--- src/rtl/apb_pkg.sv ---
// Shared FSM encoding, default sizing and the command entry layout
// for the APB request sequencer.
package apb_pkg;

    localparam int DEPTH_DEF   = 4;
    localparam int TIMEOUT_DEF = 16;

    localparam logic [1:0] S_IDLE  = 2'd0;
    localparam logic [1:0] S_ISSUE = 2'd1;
    localparam logic [1:0] S_WAIT  = 2'd2;
    localparam logic [1:0] S_RESP  = 2'd3;

    typedef struct packed {
        logic        write;
        logic [31:0] addr;
        logic [31:0] wdata;
    } cmd_t;

endpackage

--- src/rtl/apb_req_sequencer_if.sv ---
// Command, APB request and response channels of the sequencer.
// master is the sequencer side, slave the host/APB side.
interface apb_req_sequencer_if;

    logic        cmd_valid;
    logic        cmd_ready;
    logic        cmd_write;
    logic [31:0] cmd_addr;
    logic [31:0] cmd_wdata;

    logic        transfer;
    logic        PWRITE;
    logic [31:0] APB_write_ADDRESS;
    logic [31:0] APB_read_ADDRESS;
    logic [31:0] APB_DATA;
    logic        xfer_done;
    logic [31:0] APB_read_data_out;

    logic        rsp_valid;
    logic        rsp_ready;
    logic [31:0] rsp_rdata;
    logic        rsp_write;
    logic        rsp_err;

    modport master (
        input  cmd_valid, cmd_write, cmd_addr, cmd_wdata,
        input  xfer_done, APB_read_data_out, rsp_ready,
        output cmd_ready, transfer, PWRITE,
        output APB_write_ADDRESS, APB_read_ADDRESS, APB_DATA,
        output rsp_valid, rsp_rdata, rsp_write, rsp_err
    );

    modport slave (
        output cmd_valid, cmd_write, cmd_addr, cmd_wdata,
        output xfer_done, APB_read_data_out, rsp_ready,
        input  cmd_ready, transfer, PWRITE,
        input  APB_write_ADDRESS, APB_read_ADDRESS, APB_DATA,
        input  rsp_valid, rsp_rdata, rsp_write, rsp_err
    );

endinterface

--- src/rtl/apb_cmd_fifo.sv ---
// Synchronous command FIFO, 65-bit entries, registered occupancy count.
// Head entry is presented combinationally on dout.
module apb_cmd_fifo
    import apb_pkg::*;
#(
    parameter int DEPTH = DEPTH_DEF
) (
    input  logic clk,
    input  logic rst_n,
    input  logic push,
    input  logic pop,
    input  cmd_t din,
    output cmd_t dout,
    output logic full,
    output logic empty
);

    localparam int AW = $clog2(DEPTH);
    localparam logic [AW:0] FULL_CNT = DEPTH[AW:0];

    cmd_t          mem [DEPTH];
    logic [AW-1:0] wptr;
    logic [AW-1:0] rptr;
    logic [AW:0]   count;
    logic          wr_en;
    logic          rd_en;

    assign full  = (count == FULL_CNT);
    assign empty = (count == '0);
    assign dout  = mem[rptr];
    assign wr_en = push && !full;
    assign rd_en = pop && !empty;

    always_ff @(posedge clk) begin
        if (wr_en) mem[wptr] <= din;
    end

    // Pointers wrap naturally since DEPTH is a power of two.
    always_ff @(posedge clk or negedge rst_n) begin
        if (!rst_n) begin
            wptr  <= '0;
            rptr  <= '0;
            count <= '0;
        end else begin
            if (wr_en) wptr <= wptr + AW'(1);
            if (rd_en) rptr <= rptr + AW'(1);
            if (wr_en && !rd_en)
                count <= count + (AW+1)'(1);
            else if (rd_en && !wr_en)
                count <= count - (AW+1)'(1);
        end
    end

endmodule

--- src/rtl/apb_req_sequencer.sv ---
// Queues host commands and sequences them one at a time onto an APB
// master request port, returning one response per command in order.
module apb_req_sequencer
    import apb_pkg::*;
#(
    parameter int DEPTH   = DEPTH_DEF,
    parameter int TIMEOUT = TIMEOUT_DEF
) (
    input logic                 PCLK,
    input logic                 PRESETn,
    apb_req_sequencer_if.master bus
);

    localparam int CW = $clog2(TIMEOUT + 1);
    localparam logic [CW-1:0] CNT_LAST = CW'(TIMEOUT - 1);

    logic [1:0]    state;
    logic [CW-1:0] cnt;
    logic          full;
    logic          empty;
    logic          push;
    logic          pop;
    cmd_t          cmd_in;
    cmd_t          head;

    logic          wr_q;
    logic [31:0]   waddr_q;
    logic [31:0]   raddr_q;
    logic [31:0]   wdata_q;
    logic [31:0]   rdata_q;
    logic          rwr_q;
    logic          err_q;

    assign cmd_in = {bus.cmd_write, bus.cmd_addr, bus.cmd_wdata};
    assign push   = bus.cmd_valid && !full;
    assign pop    = (state == S_IDLE) && !empty;

    apb_cmd_fifo #(
        .DEPTH (DEPTH)
    ) u_fifo (
        .clk   (PCLK),
        .rst_n (PRESETn),
        .push  (push),
        .pop   (pop),
        .din   (cmd_in),
        .dout  (head),
        .full  (full),
        .empty (empty)
    );

    assign bus.cmd_ready         = !full;
    assign bus.transfer          = (state == S_ISSUE) ||
                                   (state == S_WAIT);
    assign bus.PWRITE            = wr_q;
    assign bus.APB_write_ADDRESS = waddr_q;
    assign bus.APB_read_ADDRESS  = raddr_q;
    assign bus.APB_DATA          = wdata_q;
    assign bus.rsp_valid         = (state == S_RESP);
    assign bus.rsp_rdata         = rdata_q;
    assign bus.rsp_write         = rwr_q;
    assign bus.rsp_err           = err_q;

    always_ff @(posedge PCLK or negedge PRESETn) begin
        if (!PRESETn) begin
            state   <= S_IDLE;
            cnt     <= '0;
            wr_q    <= 1'b0;
            waddr_q <= '0;
            raddr_q <= '0;
            wdata_q <= '0;
            rdata_q <= '0;
            rwr_q   <= 1'b0;
            err_q   <= 1'b0;
        end else begin
            unique case (state)
                S_IDLE: begin
                    if (pop) begin
                        wr_q    <= head.write;
                        waddr_q <= head.write ? head.addr : '0;
                        raddr_q <= head.write ? '0 : head.addr;
                        wdata_q <= head.write ? head.wdata : '0;
                        state   <= S_ISSUE;
                    end
                end
                S_ISSUE: begin
                    cnt   <= '0;
                    state <= S_WAIT;
                end
                S_WAIT: begin
                    if (bus.xfer_done) begin
                        rdata_q <= wr_q ? '0 : bus.APB_read_data_out;
                        rwr_q   <= wr_q;
                        err_q   <= 1'b0;
                        state   <= S_RESP;
                    end else if (cnt == CNT_LAST) begin
                        rdata_q <= '0;
                        rwr_q   <= wr_q;
                        err_q   <= 1'b1;
                        state   <= S_RESP;
                    end else begin
                        cnt <= cnt + CW'(1);
                    end
                end
                S_RESP: begin
                    if (bus.rsp_ready) state <= S_IDLE;
                end
                default: state <= S_IDLE;
            endcase
        end
    end

endmodule
--- src/flat_wrapper.sv ---
// flat-port wrapper written by rule: the top's interface ports become plain ports
module apb_req_sequencer_flat import apb_pkg::*;
#(
    parameter int DEPTH   = DEPTH_DEF,
    parameter int TIMEOUT = TIMEOUT_DEF
)
  (PCLK, PRESETn, bus_cmd_valid, bus_cmd_write, bus_cmd_addr, bus_cmd_wdata, bus_xfer_done, bus_APB_read_data_out, bus_rsp_ready, bus_cmd_ready, bus_transfer, bus_PWRITE, bus_APB_write_ADDRESS, bus_APB_read_ADDRESS, bus_APB_DATA, bus_rsp_valid, bus_rsp_rdata, bus_rsp_write, bus_rsp_err);
  apb_req_sequencer_if bus_i ();
  input logic PCLK;
  input logic PRESETn;
  input wire logic [$bits(bus_i.cmd_valid)-1:0] bus_cmd_valid;
  input wire logic [$bits(bus_i.cmd_write)-1:0] bus_cmd_write;
  input wire logic [$bits(bus_i.cmd_addr)-1:0] bus_cmd_addr;
  input wire logic [$bits(bus_i.cmd_wdata)-1:0] bus_cmd_wdata;
  input wire logic [$bits(bus_i.xfer_done)-1:0] bus_xfer_done;
  input wire logic [$bits(bus_i.APB_read_data_out)-1:0] bus_APB_read_data_out;
  input wire logic [$bits(bus_i.rsp_ready)-1:0] bus_rsp_ready;
  output wire logic [$bits(bus_i.cmd_ready)-1:0] bus_cmd_ready;
  output wire logic [$bits(bus_i.transfer)-1:0] bus_transfer;
  output wire logic [$bits(bus_i.PWRITE)-1:0] bus_PWRITE;
  output wire logic [$bits(bus_i.APB_write_ADDRESS)-1:0] bus_APB_write_ADDRESS;
  output wire logic [$bits(bus_i.APB_read_ADDRESS)-1:0] bus_APB_read_ADDRESS;
  output wire logic [$bits(bus_i.APB_DATA)-1:0] bus_APB_DATA;
  output wire logic [$bits(bus_i.rsp_valid)-1:0] bus_rsp_valid;
  output wire logic [$bits(bus_i.rsp_rdata)-1:0] bus_rsp_rdata;
  output wire logic [$bits(bus_i.rsp_write)-1:0] bus_rsp_write;
  output wire logic [$bits(bus_i.rsp_err)-1:0] bus_rsp_err;
  assign bus_i.cmd_valid = bus_cmd_valid;
  assign bus_i.cmd_write = bus_cmd_write;
  assign bus_i.cmd_addr = bus_cmd_addr;
  assign bus_i.cmd_wdata = bus_cmd_wdata;
  assign bus_i.xfer_done = bus_xfer_done;
  assign bus_i.APB_read_data_out = bus_APB_read_data_out;
  assign bus_i.rsp_ready = bus_rsp_ready;
  assign bus_cmd_ready = bus_i.cmd_ready;
  assign bus_transfer = bus_i.transfer;
  assign bus_PWRITE = bus_i.PWRITE;
  assign bus_APB_write_ADDRESS = bus_i.APB_write_ADDRESS;
  assign bus_APB_read_ADDRESS = bus_i.APB_read_ADDRESS;
  assign bus_APB_DATA = bus_i.APB_DATA;
  assign bus_rsp_valid = bus_i.rsp_valid;
  assign bus_rsp_rdata = bus_i.rsp_rdata;
  assign bus_rsp_write = bus_i.rsp_write;
  assign bus_rsp_err = bus_i.rsp_err;
  apb_req_sequencer #(.DEPTH(DEPTH), .TIMEOUT(TIMEOUT)) u_core (.PCLK(PCLK), .PRESETn(PRESETn), .bus(bus_i));
endmodule
--- config.mk ---
export PLATFORM = sky130hd
export DESIGN_NAME = apb_req_sequencer_flat
export DESIGN_NICKNAME = d
export VERILOG_FILES = /design/src/rtl/apb_pkg.sv /design/src/rtl/apb_req_sequencer_if.sv /design/src/rtl/apb_cmd_fifo.sv /design/src/rtl/apb_req_sequencer.sv /design/src/flat_wrapper.sv
export SDC_FILE = /design/constraint.sdc
export NUM_CORES = 1
export LEC_CHECK = 0
export CAP_MARGIN = 30
export CORE_UTILIZATION = 35
export DETAILED_ROUTE_END_ITERATION = 10
export PLACE_DENSITY = 0.62
export SKIP_CTS_REPAIR_TIMING = 1
export SLEW_MARGIN = 20
export SYNTH_ARGS = -nofsm -noshare
export SYNTH_HDL_FRONTEND = slang
export SYNTH_SLANG_ARGS = --single-unit
--- constraint.sdc ---
create_clock -name PCLK -period 3.6 [get_ports PCLK]
set_input_delay 0.72 -clock PCLK [delete_from_list [all_inputs] [get_ports PCLK]]
set_output_delay 0.72 -clock PCLK [all_outputs]
set_load 0.02 [all_outputs]
==> impl_metrics.ini <==
[routing]
vias_per_cell = 4.688
via_count = 8650
drt.antenna.violating_nets = 0
drc = 0
drt_iter0_drc = 564
drt_pre_antenna_iters = 4
avgRoutedWirePerCell_um = 18.60
wl_um = 34310

[cells_and_area]
stdcell_area_sq_um = 20060
syn2layout_area_growth_pct = 29.20
layout.nets = 1338
utilization_pct = 46.16
final_cells = 1845
drive_gt1_share_pct = 13.50

[sta]
clock-skew-final_ns = 0.02035
worst_pin_slew_ns = 0.8548
min_period_ns = 2.662
max_freq_mhz = 375.7
report.final.slew_viol_count = 0
finalSetupViolations = 0
final.setup.tns_ns = 0
whs_ns = 0.1969
max-slew-margin-rel_pct = 43.01
period_share_pct = 73.94
fin_ws_ns = 0.9383
grt_setup_unrepaired = false
hold_viol = 0

[logic_synthesis]
synth_simple_gate_area_share_pct = 7.495
synth_fp_nets = 1098
syn_area_per_cell_sq_um = 15.79
synth-warning-count = 0
seq_area_frac_synth_pct = 73.66
synthAdderAreaFrac_pct = 1.096
synth_top_family_by_area = multiplexers
synthXorXnorAreaFrac_pct = 0.3385
synth_compound_area_share_pct = 4.610
ys_seq_elements = 405
ys_types = 32
yosys-mux-area-fraction_pct = 9.857
syn_area_sq_um = 15520
syn_inst = 983

[global_routing]
grt_pass1_vias = 8921
grt_use_total_pct = 15.39
antenna_found_initial = 7
grt_max_degree = 196
grt-ovfl-total = 0
grt_pass1_wl_um = 52380

[clock_network]
cts_buffers = 44
htreeDepth = 2
clockBufferDepth = 3
cts_tree = done
clockRootBuffer = clkbuf_16
path_clk_slew_ns = 0.06
clock_sinks = 405
clk_latency_ns = 0.56

[power]
clockPowerShare_pct = 27.8
power_leakage_nw = 7.346
totalPowerFinal_mw = 17.34
sw_frac_of_total_pct = 32.44
power_switching_mw = 5.626
internal_power_mw = 11.72
vdd_drop_max_mv = 0.4752
comb_power_share_pct = 33.9
seqPwrFrac_pct = 38.3
powerDensity_nw_per_um2 = 864.6

[floorplanning]
dieArea_sq_um = 45200
die_w_um = 212.6
core_area_sq_um = 43460
ios = 236
rows = 76
floorplan.initialDensity_pct = 35.72
die_y_um = 212.6

[critical_path]
critPathTopFamily = buffers and inverters
slowest_stage = clkdlybuf4s50_1
crit_required_ns = 2.88
cp.arrival_ns = 1.94
cp_max_fo = 4
critPathCaptureType = output port
crit_buf_inv = 2
critPathLaunchType = flip-flop
crit_type = flip-flop to output port
cp_slowest_stage_delay_ns = 0.61
path_cells = inv_1 > ha_1 > clkdlybuf4s50_1

[placed_design]
dp_slack_ns = 0.9778
gp_congestion = 0.6957
dp_hpwl_um = 21940
dp_cells = 1762
place_area_sq_um = 18480
io_buffer_count = 235

[flow_run]
maxCapViolations = 0

[outcome]
outcome = completed

[min_path]
hp-class = primary input to async pin
## worst register-to-register path, cell delays in order, from the launching register on
cell	delay (ns)
dfrtp_4	0.44
mux4_4	1.00
buf_12	0.32
mux2_2	0.30
## synth_stat cells
| cell | n | share of area, % |
|---|---|---|
| a21boi_1 | 1 | 0.048 |
| a21oi_1 | 2 | 0.064 |
| a222oi_1 | 1 | 0.064 |
| and2_1 | 4 | 0.16 |
| and3_1 | 1 | 0.040 |
| buf_12 | 5 | 0.64 |
| buf_2 | 18 | 0.58 |
| buf_4 | 7 | 0.34 |
| buf_6 | 9 | 0.65 |
| clkbuf_1 | 20 | 0.48 |
| dfrtp_1 | 145 | 23 |
| edfxtp_1 | 260 | 50 |
| fa_1 | 1 | 0.13 |
| ha_1 | 12 | 0.97 |
| inv_1 | 10 | 0.24 |
| mux2_1 | 1 | 0.073 |
| mux2_2 | 4 | 0.29 |
| mux2i_1 | 1 | 0.064 |
| mux4_2 | 65 | 9.4 |
| nand2_1 | 226 | 5.5 |
| nand2b_1 | 33 | 1.3 |
| nand3_1 | 4 | 0.13 |
| nor2_1 | 5 | 0.12 |
| nor2b_1 | 2 | 0.081 |
| nor3_1 | 1 | 0.032 |
| o21ai_0 | 39 | 1.3 |
| o21ai_1 | 96 | 3.1 |
| o31ai_2 | 1 | 0.081 |
| or3_1 | 2 | 0.081 |
| or3b_1 | 1 | 0.056 |
| xnor2_1 | 3 | 0.17 |
| xor2_1 | 3 | 0.17 |
## area by class of cell
type / count / area (sq um)
antenna: 1 / 2.502
clock buffer: 59 / 1239
clock inverter: 23 / 335.3
fill: 3827 / 23400
inverter: 10 / 37.54
multi-input combinational: 509 / 3667
sequential: 405 / 11440
tap: 585 / 732.0
timing repair buffer: 253 / 2601
## placed cells by master (no fill, tap or decap), drive strengths merged, types with 3 or more instances in the layout
cell type and instances:
edfxtp 260, clkinv 10, nand2 226, mux2 5, buf 19, and2 4
dfrtp 145, o21ai 135, nand2b 33, ha 12, clkdlybuf4s50 234, nand3 4
nor2 5, xnor2 3, xor2 3, mux4 65, bufinv 8, inv 14
clkbuf 59
## routing by layer
layer	vias to the layer above	routed length, um	GRT usage, %
li1	4057	-	-
met1	4288	14760	19.87
met2	235	16310	24.95
met3	58	2507	4.623
met4	12	653	4.614
met5	-	81	0
## cells by family (layout without fill, tap and decap cells)
kind of cell | after synthesis | after routing
flops | 405 | 405
simple gates | 279 | 279
compound gates | 140 | 140
mux | 71 | 71
buf+inv | 69 | 345
fa+ha+maj | 13 | 13
xor+xnor | 6 | 6
other cells | 0 | 1
## power by group through the flow
stage | combinational (mW) | sequential (mW) | clock [mW]
floorplan | 3.40 | 7.24 | 0
global placement | 5.92 | 6.69 | 0
detailed placement | 6.01 | 6.74 | 0
CTS | 6.03 | 6.65 | 4.95
global route | 6.46 | 6.75 | 5.13
finish | 5.88 | 6.64 | 4.82
## registers in the layout, summed over array words and instances (netlist names)
signal                        cells
u_core.bus.APB_read_ADDRESS      32
u_core.bus.APB_write_ADDRESS     32
u_core.bus.PWRITE                 1
u_core.bus.rsp_err                1
u_core.u_fifo.wptr                2
u_core.u_fifo.count               3
u_core.cnt                        5
u_core.u_fifo.mem               260
u_core.bus.rsp_rdata             32
u_core.bus.APB_DATA              32
u_core.bus.rsp_write              1
u_core.u_fifo.rptr                2
u_core.state                      2
## worst paths after layout
check	startpoint	endpoint	slack, ns	depth (start not counted)
hold reg to reg	u_core.bus.rsp_rdata[17]	u_core.bus.rsp_rdata[17]	0.48	2
setup / recovery	u_core.state[0]	bus_transfer	0.94	3
hold / removal	PRESETn	u_core.bus.rsp_rdata[9]	0.20	1
setup reg to reg	u_core.u_fifo.rptr[0]	u_core.bus.PWRITE	1.41	3
min in group PCLK	u_core.bus.rsp_rdata[17]	u_core.bus.rsp_rdata[17]	0.48	2
max in group asynchronous	PRESETn	u_core.bus.APB_DATA[7]	2.57	2
Power figures use the tool's default switching activity.
==> RTL edit 1: new RTL, config.mk and constraints unchanged <==
Compare `cnt` against `CNT_LAST` with >= in place of ==.
--- a/src/rtl/apb_req_sequencer.sv
+++ b/src/rtl/apb_req_sequencer.sv
@@ -93,5 +93,5 @@
                         err_q   <= 1'b0;
                         state   <= S_RESP;
-                    end else if (cnt == CNT_LAST) begin
+                    end else if (cnt >= CNT_LAST) begin
                         rdata_q <= '0;
                         rwr_q   <= wr_q;
Check against the original RTL: no difference found for any inputs over 4 cycles, from zero or initial values and one cycle with PRESETn low; that may be too few to reach the edited logic, so the function may still have changed.
==> RTL edit 1 against the unedited design <==
- setup slack lost 0.013 ns
- area after synthesis rose by 0.17%
- largest power group unchanged
- total power grew 0.96%
- cell area rose by 0.15%
- die area increased by 0.17%
- wire length shrank 0.16%
- critical path depth unchanged
- register-to-register slack lost 0.21 ns
- sequential cell count unchanged
- critical endpoint unchanged
==> RTL edit 1: results (changes against the unedited design) <==
pwr:
  vdd_drop_max_mv: 0.6045  # +27%
  p_leak_uw: 0.007399  # +0.72%
clocking:
  cts_buffers: 42  # -4.5%
  root_buffer: "clkbuf_16"
  path_clk_slew_ns: 0.06  # about the same
logic_synthesis:
  netlist_top_cells_count: "edfxtp_1, nand2_1, dfrtp_1"
  avgSynthCellArea_um2: 15.71  # -0.54%
  synth.net_count: 1105  # +0.64%
  synthTopCellsByArea: "edfxtp_1, dfrtp_1, mux4_2"
  ys_types: 38  # +19%
  ys_seq_area_share_pct: 73.54  # -0.12 points
place:
  dp_cells: 1770  # +0.45%
  dpl_worst_slack_ns: 0.8118  # -0.1660 ns
  placed_area_mm2: 0.01848  # about the same
  gp_congestion: 0.7252  # +4.2%
critical_path:
  rr_worst_depth: 6  # +3
  cp-startpoint: "u_core.state[1]"
  reg2reg_from: "u_core.cnt[0]"
  regToRegEndpoint: "u_core.bus.rsp_rdata[1]"
  r2r_slack_ns: 1.20  # -0.21 ns
routing:
  wl_um: 34250  # -0.16%
  met1_length_um: 15530  # +5.2%
  route.met2.wl_um: 15630  # -4.1%
  vias: 8694  # +0.51%
  drt-pass1-iter-count: 5  # +1
  met3WireLength_um: 2488  # -0.76%
  drt_iter0_markers: 593  # +5.1%
  viasPerCell: 4.705  # +0.35%
final_layout:
  drive_gt1_share_pct: 14.01  # +0.51 points
  diodes: 0  # -1
  final_nets: 1344  # +0.45%
global_route:
  grt_pass1_wl_um: 52330  # about the same
  antenna_found_initial: 4  # -3
  grt_max_degree: 197  # +0.51%
  grt_util_met1_pct: 20.97  # +1.1 points
  grt_usage_pct: 15.32  # -0.063 points
  first_global_vias: 8974  # +0.59%
  met3_usage_pct: 4.707  # +0.083 points
timing:
  clock_skew_ns: 0.01632  # -0.004033 ns
  min_period_ns: 2.675  # +0.01305 ns
  holdWs_ns: 0.2298  # +0.03293 ns
  tightest_slew_ns: 0.9695  # +0.1146 ns
run_status:
  status: "completed"
## RTL edit 1: cell families (layout without fill, tap and decap cells)
kind of cell	count (synthesis)	in the layout	share of synthesized area [%]
AOI/OAI and AO/OA	140	140	4.771
xor gates and xnor gates	7	7	0.3942
adders and majority gates	13	13	1.094
buffers and inverters	67	340	2.872
DFF	405	405	73.54
muxes	74	74	10.07
and+or+nand+nor	284	284	7.265
## RTL edit 1: cell type report
| class | instances | area [um^2] |
|---|---|---|
| timing repair buffer | 253 | 2576 |
| tap | 585 | 732.0 |
| sequential | 405 | 11440 |
| clock inverter | 23 | 359.1 |
| fill | 3820 | 23370 |
| inverter | 9 | 33.78 |
| clock buffer | 55 | 1245 |
| multi-input combinational | 518 | 3699 |
## RTL edit 1: where the power goes
group	leakage (uW)	switching, uW	internal [uW]	total, uW
combinational	0.00235	3280	2490	5770
clock	0.000775	1810	3090	4900
sequential	0.00427	630	6200	6830
==> RTL edit 2: new RTL, same settings <==
Made on the original files. The package constant `DEPTH_DEF` goes from 4 to 8.
--- a/src/rtl/apb_pkg.sv
+++ b/src/rtl/apb_pkg.sv
@@ -3,5 +3,5 @@
 package apb_pkg;
 
-    localparam int DEPTH_DEF   = 4;
+    localparam int DEPTH_DEF   = 8;
     localparam int TIMEOUT_DEF = 16;
 
Function: changed (Yosys sat finds a counterexample within 10 cycles, from zero or initial values and one cycle with PRESETn low).
==> RTL edit 2 against the unedited design <==
- final cell count up 40%
- count of clock-buffer cells in the layout up 44
- global-route usage down 0.12 points
- highest routed layer unchanged
- utilization down 2.8 points
- critical path depth down 1
- total power up 48%
- wire length up 61%
- area after synthesis up 63%
- cell area up 54%
- sequential cell count up 263
- setup slack worse by 0.23 ns
==> RTL edit 2: results (changes against the unedited design) <==
final_layout:
  final_nets: 1698  # +27%
  drive_gt1_share_pct: 16.95  # +3.4 points
  largest_register_ffs: 520  # +100%
global_route:
  grt_util_met1_pct: 19.36  # -0.51 points
  first_global_vias: 13410  # +50%
  grt_usage_pct: 15.27  # -0.12 points
  grt_max_degree: 129  # -34%
  grt_pass1_wl_um: 84120  # +61%
  antenna_found_initial: 14  # +7
  met3_usage_pct: 4.686  # +0.063 points
  grt_use_met2_pct: 25.34  # +0.39 points
routing:
  wl_per_cell_um: 21.36  # +15%
place:
  dp_cells: 2462  # +40%
  gp_congestion: 0.8125  # +17%
run_status:
  status: "completed"
pwr:
  vdd_drop_max_mv: 0.7728  # +63%
  p_leak_uw: 0.01067  # +45%
logic_synthesis:
  synthTopCellsByArea: "edfxtp_1, dfrtp_1, mux4_2"
  synth.net_count: 1433  # +31%
  synth-async-reset-ratio_pct: 22.16  # -14 points
  ys_seq_area_share_pct: 76.54  # +2.9 points
  netlist_top_cells_count: "edfxtp_1, nand2_1, dfrtp_1"
clocking:
  cts_buffers: 69  # +57%
  htree_levels: 3  # +1
  clock_latency_ns: 0.60  # +0.04 ns
critical_path:
  arrival_ns: 2.17  # +0.23 ns
  r2r_slack_ns: 0.88  # -0.53 ns
-- RTL edit 2: worst paths after layout --
path / startpoint / endpoint / cells after the start
max: u_core.u_fifo.count[0] / bus_cmd_ready / 2
min: PRESETn / u_core.cnt[0] / 1
max reg2reg: u_core.state[0] / u_core.u_fifo.count[3] / 11
min reg2reg: u_core.bus.rsp_rdata[27] / u_core.bus.rsp_rdata[27] / 2
max in group asynchronous: PRESETn / u_core.u_fifo.rptr[0] / 2
min in group PCLK: u_core.bus.rsp_rdata[27] / u_core.bus.rsp_rdata[27] / 2
-- RTL edit 2: report_power, final --
| part | total (uW) | internal, uW | switching [uW] |
|---|---|---|---|
| clock network | 6840 | 3990 | 2860 |
| logic | 8210 | 3590 | 4620 |
| registers | 10600 | 9950 | 681 |
| total | 25700 | 17500 | 8160 |
-- RTL edit 2: per-layer routing --
metal / vias to the layer above / wire (um)
met5: - / 176
li1: 5683 / -
met2: 316 / 27220
met4: 26 / 859
met1: 6571 / 23380
met3: 77 / 3699
-- RTL edit 2: final cells by class --
cell class,instances,area (um^2)
clock inverter,25,227.7
sequential,668,19330
clock buffer,103,1948
inverter,6,25.02
fill,6213,40400
tap,950,1189
timing repair buffer,264,2671
multi-input combinational,574,5573
antenna,1,2.502
-- RTL edit 2: kinds of logic (layout without fill, tap and decap cells) --
| group | count (synthesis) | in the layout | share of synthesized area, % |
|---|---|---|---|
| buffers and inverters | 76 | 398 | 1.735 |
| DFF | 668 | 668 | 76.54 |
| other | 0 | 1 | 0 |
| muxes | 201 | 201 | 14.35 |
| adders and majority gates | 13 | 13 | 0.6742 |
| AOI/OAI and AO/OA | 146 | 146 | 3.019 |
| and+or+nand+nor | 204 | 204 | 3.331 |
| xor gates and xnor gates | 10 | 10 | 0.3470 |
-- RTL edit 2: stage by stage --
stage	setup WS (ns)	TNS, ns	hold WS, ns
2_1_floorplan	-0.6832	-320.89	0.4244
3_3_place_gp	0.7776	0	0.4623
3_5_place_dp	0.8181	0	0.4718
4_1_cts	0.6670	0	0.1176
5_1_grt	0.6542	0	0.1419
6_report	0.7058	0	0.09782
-- RTL edit 2: worst register-to-register path, stage by stage (launching register included) --
cell     delay (ns)
dfrtp_1        0.40
inv_1          0.13
ha_1           0.18
nor2b_2        0.35
inv_4          0.20
ha_1           0.26
inv_1          0.14
ha_1           0.25
a21o_1         0.17
a21oi_1        0.17
mux2i_1        0.24
xnor2_1        0.13
